--- src/rtl/seven_seg_scan.sv ---
// Time-multiplexed digit scanner feeding a nibble-to-segment decoder.
// Ports: clk, rst (sync, active-high); value_in/dp_in/load (pending value),
// lz_blank (leading-zero blanking); nibble_out/dp_out (registered decoder
// inputs), digit_en (digit commons), frame_tick (start-of-frame pulse).
module seven_seg_scan #(
    parameter int NUM_DIGITS       = 4,
    parameter int SCAN_DIV         = 12000,
    parameter int BLANK_CYCLES     = 16,
    parameter bit DIGIT_ACTIVE_LOW = 1'b1
) (
    input  logic                      clk,
    input  logic                      rst,
    input  logic [4*NUM_DIGITS-1:0]   value_in,
    input  logic [NUM_DIGITS-1:0]     dp_in,
    input  logic                      load,
    input  logic                      lz_blank,
    output logic [3:0]                nibble_out,
    output logic                      dp_out,
    output logic [NUM_DIGITS-1:0]     digit_en,
    output logic                      frame_tick
);

    localparam int IW   = $clog2(NUM_DIGITS);
    localparam int MAXC = (SCAN_DIV > BLANK_CYCLES) ? SCAN_DIV : BLANK_CYCLES;
    localparam int CW   = $clog2(MAXC + 1);

    localparam logic [IW-1:0] IDX_LAST = IW'(NUM_DIGITS - 1);
    localparam logic [CW-1:0] ON_LAST  = CW'(SCAN_DIV - 1);
    localparam logic [CW-1:0] BL_LAST  = CW'(BLANK_CYCLES - 1);

    typedef enum logic {
        BLANK,
        ON
    } state_t;

    state_t                  state_q, state_d;
    logic [IW-1:0]           idx_q, idx_d;
    logic [CW-1:0]           cnt_q, cnt_d;
    logic                    init_q;
    logic [4*NUM_DIGITS-1:0] act_val, pend_val, nxt_val;
    logic [NUM_DIGITS-1:0]   act_dp, pend_dp, nxt_dp;
    logic                    lz_q;
    logic                    boundary, slot_end;
    logic [NUM_DIGITS-1:0]   blanked, en;
    logic                    hi_zero;

    // init_q marks the reset state; the first cycle after it is a frame
    // boundary, so the scan always starts from a freshly loaded value.
    always_comb begin
        state_d  = state_q;
        idx_d    = idx_q;
        cnt_d    = cnt_q + CW'(1);
        boundary = 1'b0;
        slot_end = 1'b0;
        if (init_q) begin
            boundary = 1'b1;
            state_d  = BLANK;
            idx_d    = '0;
            cnt_d    = '0;
        end else begin
            unique case (state_q)
                BLANK: begin
                    if (cnt_q == BL_LAST) begin
                        state_d = ON;
                        cnt_d   = '0;
                    end
                end
                ON: begin
                    if (cnt_q == ON_LAST) begin
                        state_d  = BLANK;
                        cnt_d    = '0;
                        slot_end = 1'b1;
                        if (idx_q == IDX_LAST) begin
                            idx_d    = '0;
                            boundary = 1'b1;
                        end else begin
                            idx_d = idx_q + IW'(1);
                        end
                    end
                end
                default: ;
            endcase
        end
    end

    // A load coinciding with the boundary goes straight to the display.
    assign nxt_val = load ? value_in : pend_val;
    assign nxt_dp  = load ? dp_in    : pend_dp;

    always_ff @(posedge clk) begin
        if (rst) begin
            state_q    <= BLANK;
            idx_q      <= '0;
            cnt_q      <= '0;
            init_q     <= 1'b1;
            act_val    <= '0;
            act_dp     <= '0;
            pend_val   <= '0;
            pend_dp    <= '0;
            lz_q       <= 1'b0;
            nibble_out <= 4'd0;
            dp_out     <= 1'b0;
            frame_tick <= 1'b0;
        end else begin
            state_q    <= state_d;
            idx_q      <= idx_d;
            cnt_q      <= cnt_d;
            init_q     <= 1'b0;
            frame_tick <= boundary;
            if (load) begin
                pend_val <= value_in;
                pend_dp  <= dp_in;
            end
            if (boundary) begin
                act_val    <= nxt_val;
                act_dp     <= nxt_dp;
                lz_q       <= lz_blank;
                nibble_out <= nxt_val[3:0];
                dp_out     <= nxt_dp[0];
            end else if (frame_tick) begin
                // Load during the frame_tick cycle still lands in this
                // frame; digit 0 is in dead time, so the swap is invisible.
                lz_q <= lz_blank;
                if (load) begin
                    act_val    <= value_in;
                    act_dp     <= dp_in;
                    nibble_out <= value_in[3:0];
                    dp_out     <= dp_in[0];
                end
            end else if (slot_end) begin
                nibble_out <= act_val[{idx_d, 2'b00} +: 4];
                dp_out     <= act_dp[idx_d];
            end
        end
    end

    // Walk down from the top digit; a digit is a leading zero while every
    // nibble at or above it is zero. A set dp keeps the digit lit.
    always_comb begin
        blanked = '0;
        hi_zero = 1'b1;
        for (int k = NUM_DIGITS - 1; k >= 1; k--) begin
            hi_zero    = hi_zero && (act_val[4*k +: 4] == 4'd0);
            blanked[k] = lz_q && hi_zero && !act_dp[k];
        end
    end

    always_comb begin
        en = '0;
        if (state_q == ON && !blanked[idx_q]) begin
            en[idx_q] = 1'b1;
        end
    end

    assign digit_en = DIGIT_ACTIVE_LOW ? ~en : en;

endmodule

--- config.mk ---
export PLATFORM = sky130hd
export DESIGN_NAME = seven_seg_scan
export DESIGN_NICKNAME = d
export VERILOG_FILES = /design/src/rtl/seven_seg_scan.sv
export SDC_FILE = /design/constraint.sdc
export NUM_CORES = 1
export LEC_CHECK = 0
export ABC_AREA = 1
export ABC_CLOCK_PERIOD_IN_PS = 2400
export CORE_MARGIN = 10
export CORE_UTILIZATION = 55
export DETAILED_ROUTE_END_ITERATION = 6
export PLACE_DENSITY = 0.77
export SYNTH_ARGS = -nofsm -noshare
export SYNTH_HDL_FRONTEND = slang
export SYNTH_SLANG_ARGS = --single-unit
--- constraint.sdc ---
create_clock -name clk -period 2.4 [get_ports clk]
set_input_delay 0.6 -clock clk [delete_from_list [all_inputs] [get_ports clk]]
set_output_delay 0.6 -clock clk [all_outputs]
set_load 0.01 [all_outputs]
# Yosys cells after proc, flatten, opt, wreduce, memory -nomap -nowiden
# Index checks and enable logic that the tools add are counted.
dict set report op_classes {
  n_addsub 2
  order_cmp 3
  n_reduce_logical 23
  bitwise 2
  eq_ne 4
  shift 1
  n_mux 43
}
# operator n
set op_table {}
lappend op_table {{$mux 16} 4}
lappend op_table {{$mux 4} 9}
lappend op_table {{$mux 14} 2}
lappend op_table {{$pmux 14 s2} 1}
lappend op_table {{$mux 1} 19}
lappend op_table {{$shiftx 16x5->4} 1}
lappend op_table {{$add 14x1->14 const B} 1}
lappend op_table {{$eq 14x14->1 const B} 1}
lappend op_table {{$eq 14x4->1 const B} 1}
lappend op_table {{$logic_not 4->1} 3}
lappend op_table {{$logic_and 1x1->1} 10}
lappend op_table {{$mux 2} 4}
lappend op_table {{$lt 2x3->1 const B} 2}
lappend op_table {{$bmux 1 s2} 2}
lappend op_table {{$logic_not 1->1} 4}
lappend op_table {{$not 4->4} 1}
lappend op_table {{$reduce_and 2->1} 2}
lappend op_table {{$reduce_bool 2->1} 2}
lappend op_table {{$ne 3x2->1 const B} 1}
lappend op_table {{$reduce_bool 3->1} 1}
lappend op_table {{$add 2x1->2 const B} 1}
lappend op_table {{$demux 1 s2} 1}
lappend op_table {{$eq 2x2->1 const B} 1}
lappend op_table {{$ge 2x1->1 const B} 1}
lappend op_table {{other kinds (3)} 3}
dict set report word_totals {
  input_bits 24
  wordCells 90
  out_inout_bits 10
  register_bits 65
}

# Longest topological paths before layout
# Gate-level depths: netlist of run 1.
dict set report logic_depth {
  word_depth 11
  ltp_mapped 14
  ltp_nobuf 13
}

# Worst setup path after synthesis of run 1
# No wires, ideal clock.
dict set report synth_path {
  path_type {input -> register}
  start {input load}
  end {register act_val[10]}
  setup_slack_ns 0.667
  n_path_buf 1
  setup_ns 0.119
  cell_stages 5
  t_arrival_ns 1.615
  required_ns 2.281
  cell_sequence {buf_1 > mux2i_1 > nor2_1 > a211oi_1 > nor2_1}
}
dict set report synth_via {
  elab_chain_cells 2
  elab_cells_between_ends 4
  cone_classes {mux: 2; reduce/logical: 2}
}
# element line_no
set synth_rtl {}
lappend synth_rtl {{from (decl)} 15} ;# input logic load,
lappend synth_rtl {{$mux 16 / $reduce_bool 2->1 (equally long branches)} n/a}
lappend synth_rtl {{$mux 16 / $reduce_and 2->1 (equally long branches)} n/a}
lappend synth_rtl {{to (signal assigned)} 115} ;# act_val <= nxt_val;
lappend synth_rtl {{to (signal assigned)} 125} ;# act_val <= value_in;
lappend synth_rtl {{to (decl)} 40} ;# logic [4*NUM_DIGITS-1:0] act_val, pend_val, nxt_val;
# Parallel ways exist; a longest one is shown, timed or not.
# A chain may end at the register's enable or synchronous reset.

# Worst setup path in the final report of run 1
dict set report layout_path {
  start {register act_val[7]}
  end {output digit_en[2]}
}
dict set report layout_via {
  elab_chain_cells 10
}
# element line_no
set layout_rtl {}
lappend layout_rtl {{$logic_not 4->1} 143} ;# hi_zero = hi_zero && (act_val[4*k +: 4] == 4'd0);
lappend layout_rtl {{$logic_and 1x1->1} 143}
lappend layout_rtl {{$logic_and 1x1->1 (2 in a row)} 144} ;# blanked[k] = lz_q && hi_zero && !act_dp[k];
lappend layout_rtl {{$bmux 1 s2} 150} ;# if (state_q == ON && !blanked[idx_q]) begin
lappend layout_rtl {{$mux 1 (implied by the code)} 150}
lappend layout_rtl {{$logic_not 1->1} 150}
lappend layout_rtl {{$logic_and 1x1->1} 150}
lappend layout_rtl {{$mux 4} 150}
lappend layout_rtl {{$not 4->4} 155} ;# assign digit_en = DIGIT_ACTIVE_LOW ? ~en : en;
lappend layout_rtl {{to (decl)} 19} ;# output logic [NUM_DIGITS-1:0] digit_en,
# No other way between the ends. The select of a mux whose other input is x is not followed.

==> impl_metrics.ini, run 1 <==
[die]
start_util = 0.576
die_y_um = 96.4
core_sq_mm = 0.00557
die_area_sq_mm = 0.00930
die_x_um = 96.4
rows = 27
io_pins = 34

[finish]
diodes = 0
final_layout_size_suffix_gt1_frac = 0.164
seqCellArea_sq_mm = 0.00131
fillers = 468
multiInputGateArea_sq_mm = 0.00166
layout.nets = 488
syn2layout_area_growth_pct = 21.8

[route]
ant_nets = 0
first_iter_violations = 196
firstDrtPassIters = 4
viasPerCell = 5.24
wl_per_cell_um = 13.6
routed_wl_um = 7290
drc = 0
vias = 2806

[logic_synthesis]
seq_area_frac_synth = 0.405
synth_edf_count = 0
yosys_warnings = 0
synth.distinct_cells = 37
ys_seq_elements = 65
synth_area_sq_mm = 0.00321
syn_inst = 418
synth_ff_type = dfxtp_1
synth_nets = 447
synthArstFlopShare = 0
avgSynthCellArea_sq_um = 7.69

[worst_hold_path]
hp-start = cnt_q[0]
whs_path_depth = 1
hp-class = flop to flop
hold_end = cnt_q[0]

[grt]
antenna_found_initial = 0
grt_max_degree = 27
first_global_vias = 2724
grt_pass1_wl_um = 12400
grtUsageTotal = 0.168
globalRouteOverflowTotal = 0

[setup_path]
required_ns = 1.80
cp_common_cell = buf_6
rrSetupSlack_ns = 0.33
timing.rr.end = act_val[11]
crit_fanout = 2
crit_family = simple AND/OR/NAND/NOR gates
arrival_ns = 1.86
startpoint_type = flop
cp-end-kind = primary output
cp_slowest_cell = dfxtp_2
ff2ff_path_depth = 10
r2r-start = cnt_q[0]
crit_chain = nor3_2 > nand3_2 > o41ai_4 > a31oi_2 > buf_4 > buf_6 > nand2_2 > buf_6
path_class = flop to primary output
max_stage_delay_ns = 0.33
cp.buffers_inverters = 3

[placed_design]
pre_cts_slack_ns = 0.0619
numPortBuffers = 33
dp_hpwl_um = 5150
gp_congestion = 0.849

[timing]
setup_viol = 2
slew_violations = 0
grt_setup_unrepaired = true
setup_slack_ns = -0.0563
layout_min_cycle_time_ns = 2.46
tns_ns = -0.110
clock_skew_ns = 0.00467
worst_pin_slew_ns = 0.453
fmaxAchievable_ghz = 0.407
hold_viol = 0
fin_crit_sh = 1.02
hold_slack_ns = 0.438
relSlewSlack = 0.695

[power]
powerDensity_mw_per_mm2 = 652
switching_share = 0.237
ir_worst_vdd_v = 0.000485
clockPowerShare = 0.415
seqPwrFrac = 0.458
leakage_nw = 1.67
p_int_mw = 1.95
pwr-share-comb = 0.127
switching_power_mw = 0.606

[clocking]
worst_skew_pair.late_latency_ns = 0.34
path_clk_slew_ns = 0.06
cts_tree = built
htreeDepth = 3
clock_path_buffers = 2
cts-root-buf = clkbuf_8
cts-buffers-inserted = 9
cts.sinks = 65

[run]
maxCapViolCount = 0

[status]
outcome = finished, violations left
violations = setup timing
state kept, by name, summed over array words and instances (netlist names), 2 cells and up:
register    count
act_dp          4
pend_val       16
pend_dp         4
cnt_q          14
nibble_out      4
idx_q           2
act_val        16
metrics by stage:
stage	cells	total power [mW]	instance area, sq um	util
after floorplan	418	1.39	3210	-
after global placement	516	1.49	3610	0.648
after detailed placement	516	1.50	3610	0.648
after CTS	534	2.56	3890	0.697
after global routing	535	2.67	3910	0.702
final	535	2.55	3910	0.702
how the worst max path moves through the flow:
stage               startpoint          end  cells after the start
floorplan                 load  act_val[10]                      5
global placement    act_val[4]  digit_en[0]                      6
detailed placement  act_val[4]  digit_en[2]                      6
CTS                 act_val[7]  digit_en[2]                      8
global route        act_val[8]  digit_en[2]                     10
finish              act_val[7]  digit_en[2]                      8
placed cells by master (no fill, tap or decap), types with 7 or more instances in the layout:
cell type	netlist	routed
nor2_1	88	88
dfxtp_1	65	58
nand2_1	48	46
inv_1	47	43
nand3_1	35	34
clkdlybuf4s50_1	0	29
o21ai_0	27	27
mux2i_1	20	20
buf_4	1	14
clkbuf_8	0	12
a211oi_2	10	10
a31oi_1	8	7
dfxtp_2	0	7
cell families (layout without fill, tap and decap cells):
logic type,Yosys count,count (layout),synth area share
compound gates,67,67,0.149
mux,20,20,0.0623
simple gates,189,189,0.260
flops,65,65,0.405
buf+inv,67,112,0.0903
fa+ha+maj,5,5,0.0195
xor+xnor,5,5,0.0136
worst reg2reg max path: cells and delay by family (launching register included):
| kind | cells | cell delay (ns) |
|---|---|---|
| and+or+nand+nor | 6 | 0.73 |
| AOI/OAI and AO/OA | 2 | 0.43 |
| DFF | 1 | 0.34 |
| adders and majority gates | 1 | 0.23 |
| buffers and inverters | 1 | 0.23 |
Yosys cell counts, types with 2 or more instances:
cell type | n | share of area
nand2_4 | 2 | 0.0070
nor3_1 | 5 | 0.0078
a211oi_1 | 5 | 0.012
clkbuf_1 | 6 | 0.0070
buf_6 | 4 | 0.014
inv_1 | 47 | 0.055
mux2i_1 | 20 | 0.062
xnor2_1 | 2 | 0.0055
nand4_1 | 2 | 0.0039
buf_2 | 4 | 0.0062
nor2_4 | 2 | 0.0070
xor2_1 | 3 | 0.0082
a21oi_2 | 6 | 0.016
ha_1 | 5 | 0.019
a211oi_2 | 10 | 0.039
dfxtp_1 | 65 | 0.40
nand3_1 | 35 | 0.055
o21a_1 | 2 | 0.0047
o21ai_0 | 27 | 0.042
buf_1 | 3 | 0.0035
nor2_1 | 88 | 0.10
a31oi_1 | 8 | 0.016
nand3_4 | 2 | 0.011
a21oi_1 | 5 | 0.0078
nand2_1 | 48 | 0.056
final cells by class:
| cell class | instances | area share |
|---|---|---|
| Clock buffer | 13 | 0.0432 |
| Inverter | 49 | 0.0470 |
| Multi-Input combinational cell | 286 | 0.425 |
| Tap cell | 72 | 0.0230 |
| Timing Repair Buffer | 48 | 0.112 |
| Clock inverter | 2 | 0.0153 |
| Sequential cell | 65 | 0.335 |
per-layer routing:
layer  GRT usage  wire [um]
met1       0.213       3390
met2       0.257       3220
met3      0.0424        501
met4      0.0872        178
met5           0          0
what timing repair did:
action                                  CTS  global route
pin swaps                                 4             4
endpoints found under the setup margin    4             4
gates resized for setup                  23            13
hold buffers                              0             0
gates cloned                              0             0
buffers inserted                          3             1
power by group through the flow:
stage                     clock, mW  combinational (mW)  sequential [mW]
after floorplan                   0               0.201             1.19
after detailed placement          0               0.311             1.19
final                          1.06               0.325             1.17
after global routing           1.13               0.363             1.17
after global placement            0               0.305             1.19
after CTS                      1.08               0.318             1.17
No activity file was read; power rests on OpenSTA's default activity.
==> run 2, diff against run 1 <==
CORE_ASPECT_RATIO = 1.2   (was not set)
==> impl_metrics.ini, run 2 (same netlist as run 1, synthesis figures left out) <==
[timing]
relSlewSlack = 0.731
fin_crit_sh = 0.953
hold_viol = 0
worst_pin_slew_ns = 0.400
clock_skew_ns = 0.00739
setup_viol = 0
grt_setup_unrepaired = false
layout_min_cycle_time_ns = 2.29
tns_ns = 0
slew_violations = 0
fmaxAchievable_ghz = 0.437

[worst_hold_path]
hp-class = flop to flop

[setup_path]
required_ns = 1.80
crit_fanout = 2
cp-end-kind = primary output
rrSetupSlack_ns = 0.29
path_class = flop to primary output
arrival_ns = 1.69
startpoint_type = flop

[run]
maxCapViolCount = 0

[die]
io_pins = 34
die_y_um = 104
die_x_um = 89.8
start_util = 0.567
core_sq_mm = 0.00567
die_area_sq_mm = 0.00931
rows = 30

[grt]
antenna_found_initial = 0
busiest_layer = met2
grt_pass1_wl_um = 11600
gr-usage-met3 = 0.0448
gr-usage-met2 = 0.263
grt_max_degree = 34
grt_use_met1 = 0.154
grtUsageTotal = 0.146
globalRouteOverflowTotal = 0
first_global_vias = 2681

[finish]
layout.nets = 485
syn2layout_area_growth_pct = 19.4
diodes = 0
mostFrequentLayoutCells = 88 x nor2_1, 63 x dfxtp_1, 48 x nand2_1
final_util = 0.677
fillers = 471
top_regs = act_val (16), pend_val (16), cnt_q (14)
final_common_cell = nor2_1
final_layout_size_suffix_gt1_frac = 0.135

[clocking]
cts_tree = built
worst_skew_pair.late_latency_ns = 0.34
path_clk_slew_ns = 0.06
htreeDepth = 3
cts_hold_buf = 0
clock_path_buffers = 2
cts.sinks = 65
cts-buffers-inserted = 9
cts-root-buf = clkbuf_8

[placed_design]
gp_congestion = 0.884
dp_hpwl_um = 5060
numPortBuffers = 33

[status]
outcome = complete, no violations

[power]
powerDensity_mw_per_mm2 = 625
total_power_mw = 2.40
ir_worst_vdd_v = 0.000414
leakage_nw = 1.62

[route]
vias = 2779
ant_nets = 0
viasPerCell = 5.15
first_iter_violations = 112
routed_wl_um = 6820
firstDrtPassIters = 4
drc = 0
wl_per_cell_um = 12.6
[run 2: worst paths after layout]
path / cells past startpoint / endpoint / start
worst max-delay path: 7 / digit_en[0] / act_val[8]
worst min register to register: 1 / cnt_q[0] / cnt_q[0]
worst max register to register: 10 / act_val[10] / cnt_q[0]
worst min-delay path: 1 / cnt_q[0] / cnt_q[0]
[run 2: what timing repair did]
item | CTS | global route
gates resized for setup | 19 | 3
pin swaps | 3 | 4
buffers inserted | 2 | 1
setup endpoints to repair | 4 | 4
[run 2: cell type report]
type | count | area, sq um | share of cell area
multi-input cells | 286 | 1640 | 0.428
flip-flops and latches | 65 | 1300 | 0.340
repair buffers | 45 | 413 | 0.108
inverters | 49 | 184 | 0.0479
clock buffers | 12 | 155 | 0.0404
well taps | 80 | 100 | 0.0261
clock inverters | 3 | 40.0 | 0.0104
[run 2: routing by layer]
| metal | share of wire | vias to the layer above | wire length (um) |
|---|---|---|---|
| met2 | 0.53 | 50 | 3600 |
| met1 | 0.42 | 1279 | 2890 |
| li1 | - | 1439 | - |
| met3 | 0.034 | 11 | 234 |
| met5 | 0 | - | 0 |
| met4 | 0.014 | 0 | 98 |
[run 2: worst max-delay path, cell delays in order, from the launching register on]
cell     delay [ns]
dfxtp_1        0.31
inv_1          0.07
nand4_1        0.14
o41ai_2        0.35
a31oi_2        0.15
buf_4          0.16
nand2_1        0.06
buf_2          0.13
[run 2: metrics by stage]
step                hold WS, ns  area, sq um  instances  setup WS, ns
floorplan                 0.413         3210        418         0.667
global placement          0.427         3620        522        0.0758
detailed placement        0.434         3620        522        0.0793
CTS                       0.449         3830        539       -0.0412
global route              0.471         3840        540     0.0000889
finish                    0.442         3840        540         0.113
[run 2: report_power, final]
group / switching (mW) / leakage (nW) / internal, mW / total, mW
combinational: 0.171 / 0.982 / 0.140 / 0.311
sequential: 0.0286 / 0.535 / 1.14 / 1.17
clock: 0.390 / 0.102 / 0.528 / 0.918
total: 0.590 / 1.62 / 1.81 / 2.40
==> run 3, diff against run 2 <==
PLACE_DENSITY = not set   (was 0.77)
PLACE_DENSITY_LB_ADDON = 0.05   (was not set)
==> impl_metrics.ini, run 3 (same netlist as run 1, synthesis figures left out) <==
[route]
firstDrtPassIters = 4
vias = 2756
drc = 0
viasPerCell = 5.08
wl_per_cell_um = 13.0
routed_wl_um = 7060
first_iter_violations = 104
ant_nets = 0

[setup_path]
crit_fanout = 3
arrival_ns = 1.76
startpoint_type = flop
required_ns = 1.80
cp-end-kind = primary output
rrSetupSlack_ns = 0.28
path_class = flop to primary output
ff2ff_path_depth = 12

[worst_hold_path]
hp-class = flop to flop
whs_path_depth = 1

[placed_design]
dpl-instance-area_sq_mm = 0.00364
gp_congestion = 0.896
pre_cts_slack_ns = -0.0444
dp_hpwl_um = 5160
numPortBuffers = 33

[grt]
grt_pass1_wl_um = 12200
grt_max_degree = 31
antenna_found_initial = 0
gr-usage-met2 = 0.264
globalRouteOverflowTotal = 0
first_global_vias = 2695
grtUsageTotal = 0.154
gr-usage-met3 = 0.0375
busiest_layer = met2
grt_use_met1 = 0.174

[finish]
final_util = 0.681
final_common_cell = nor2_1
diodes = 0
layout.nets = 486
top_regs = act_val (16), pend_val (16), cnt_q (14)
syn2layout_area_growth_pct = 20.1
stdcell_area_sq_mm = 0.00386
final_layout_size_suffix_gt1_frac = 0.132
mostFrequentLayoutCells = 88 x nor2_1, 63 x dfxtp_1, 47 x inv_1, 47 x nand2_1, 35 x nand3_1

[clocking]
cts_tree = built
cts-buffers-inserted = 9
cts-root-buf = clkbuf_8
htreeDepth = 3
cts_hold_buf = 0
clock_path_buffers = 2
cts.sinks = 65
worst_skew_pair.late_latency_ns = 0.33
path_clk_slew_ns = 0.07

[timing]
fin_crit_sh = 0.982
slew_violations = 0
hold_viol = 0
worst_pin_slew_ns = 0.434
relSlewSlack = 0.708
layout_min_cycle_time_ns = 2.36
setup_slack_ns = 0.0433
fmaxAchievable_ghz = 0.424
clock_skew_ns = 0.00902
setup_viol = 0
tns_ns = 0
grt_setup_unrepaired = true

[power]
total_power_mw = 2.39
ir_worst_vdd_v = 0.000475
leakage_nw = 1.62
powerDensity_mw_per_mm2 = 619

[die]
io_pins = 34
core_sq_mm = 0.00567
rows = 30
die_y_um = 104
die_x_um = 89.8
start_util = 0.567
die_area_sq_mm = 0.00931

[status]
outcome = complete, no violations

[run]
maxCapViolCount = 0
run 3: area by class of cell:
class | instances | area [sq um]
multi-input combinational | 286 | 1640
fill | 513 | 1810
timing repair buffer | 46 | 439
inverter | 49 | 184
clock buffer | 14 | 153
tap | 80 | 100
sequential | 65 | 1300
clock inverter | 2 | 37.5
run 3: per-layer routing:
metal	vias to the layer above	wire length, um
met5	-	0
met4	0	148
met3	15	208
met2	38	3500
met1	1261	3200
li1	1442	-
run 3: power by group:
group	total [mW]	switching (mW)	internal, mW	leakage [nW]
Combinational	0.320	0.177	0.143	0.997
Clock	0.903	0.392	0.510	0.0909
Sequential	1.17	0.0269	1.14	0.535
run 3: repair_timing:
item,in CTS,in global routing
pin swaps,4,3
endpoints found under the setup margin,4,4
setup buffers,3,0
resized for setup,22,1
run 3: critical path: stages, from the launching register on:
cell and delay (ns):
dfxtp_2 0.32, nor3_2 0.17, nand3_1 0.13, o41ai_2 0.28, a31oi_2 0.18, buf_4 0.17
nand2_1 0.04, buf_2 0.13
run 3: metrics by stage:
stage	hold WS, ns	instances
CTS	0.467	542
detailed placement	0.451	523
global placement	0.434	523
global route	0.478	542
finish	0.455	542
floorplan	0.413	418
run 3: path summary, 6_finish.rpt:
kind	from	endpoint
max	act_val[7]	digit_en[0]
min reg2reg	cnt_q[0]	cnt_q[0]
min	cnt_q[0]	cnt_q[0]
max reg2reg	cnt_q[0]	nibble_out[1]
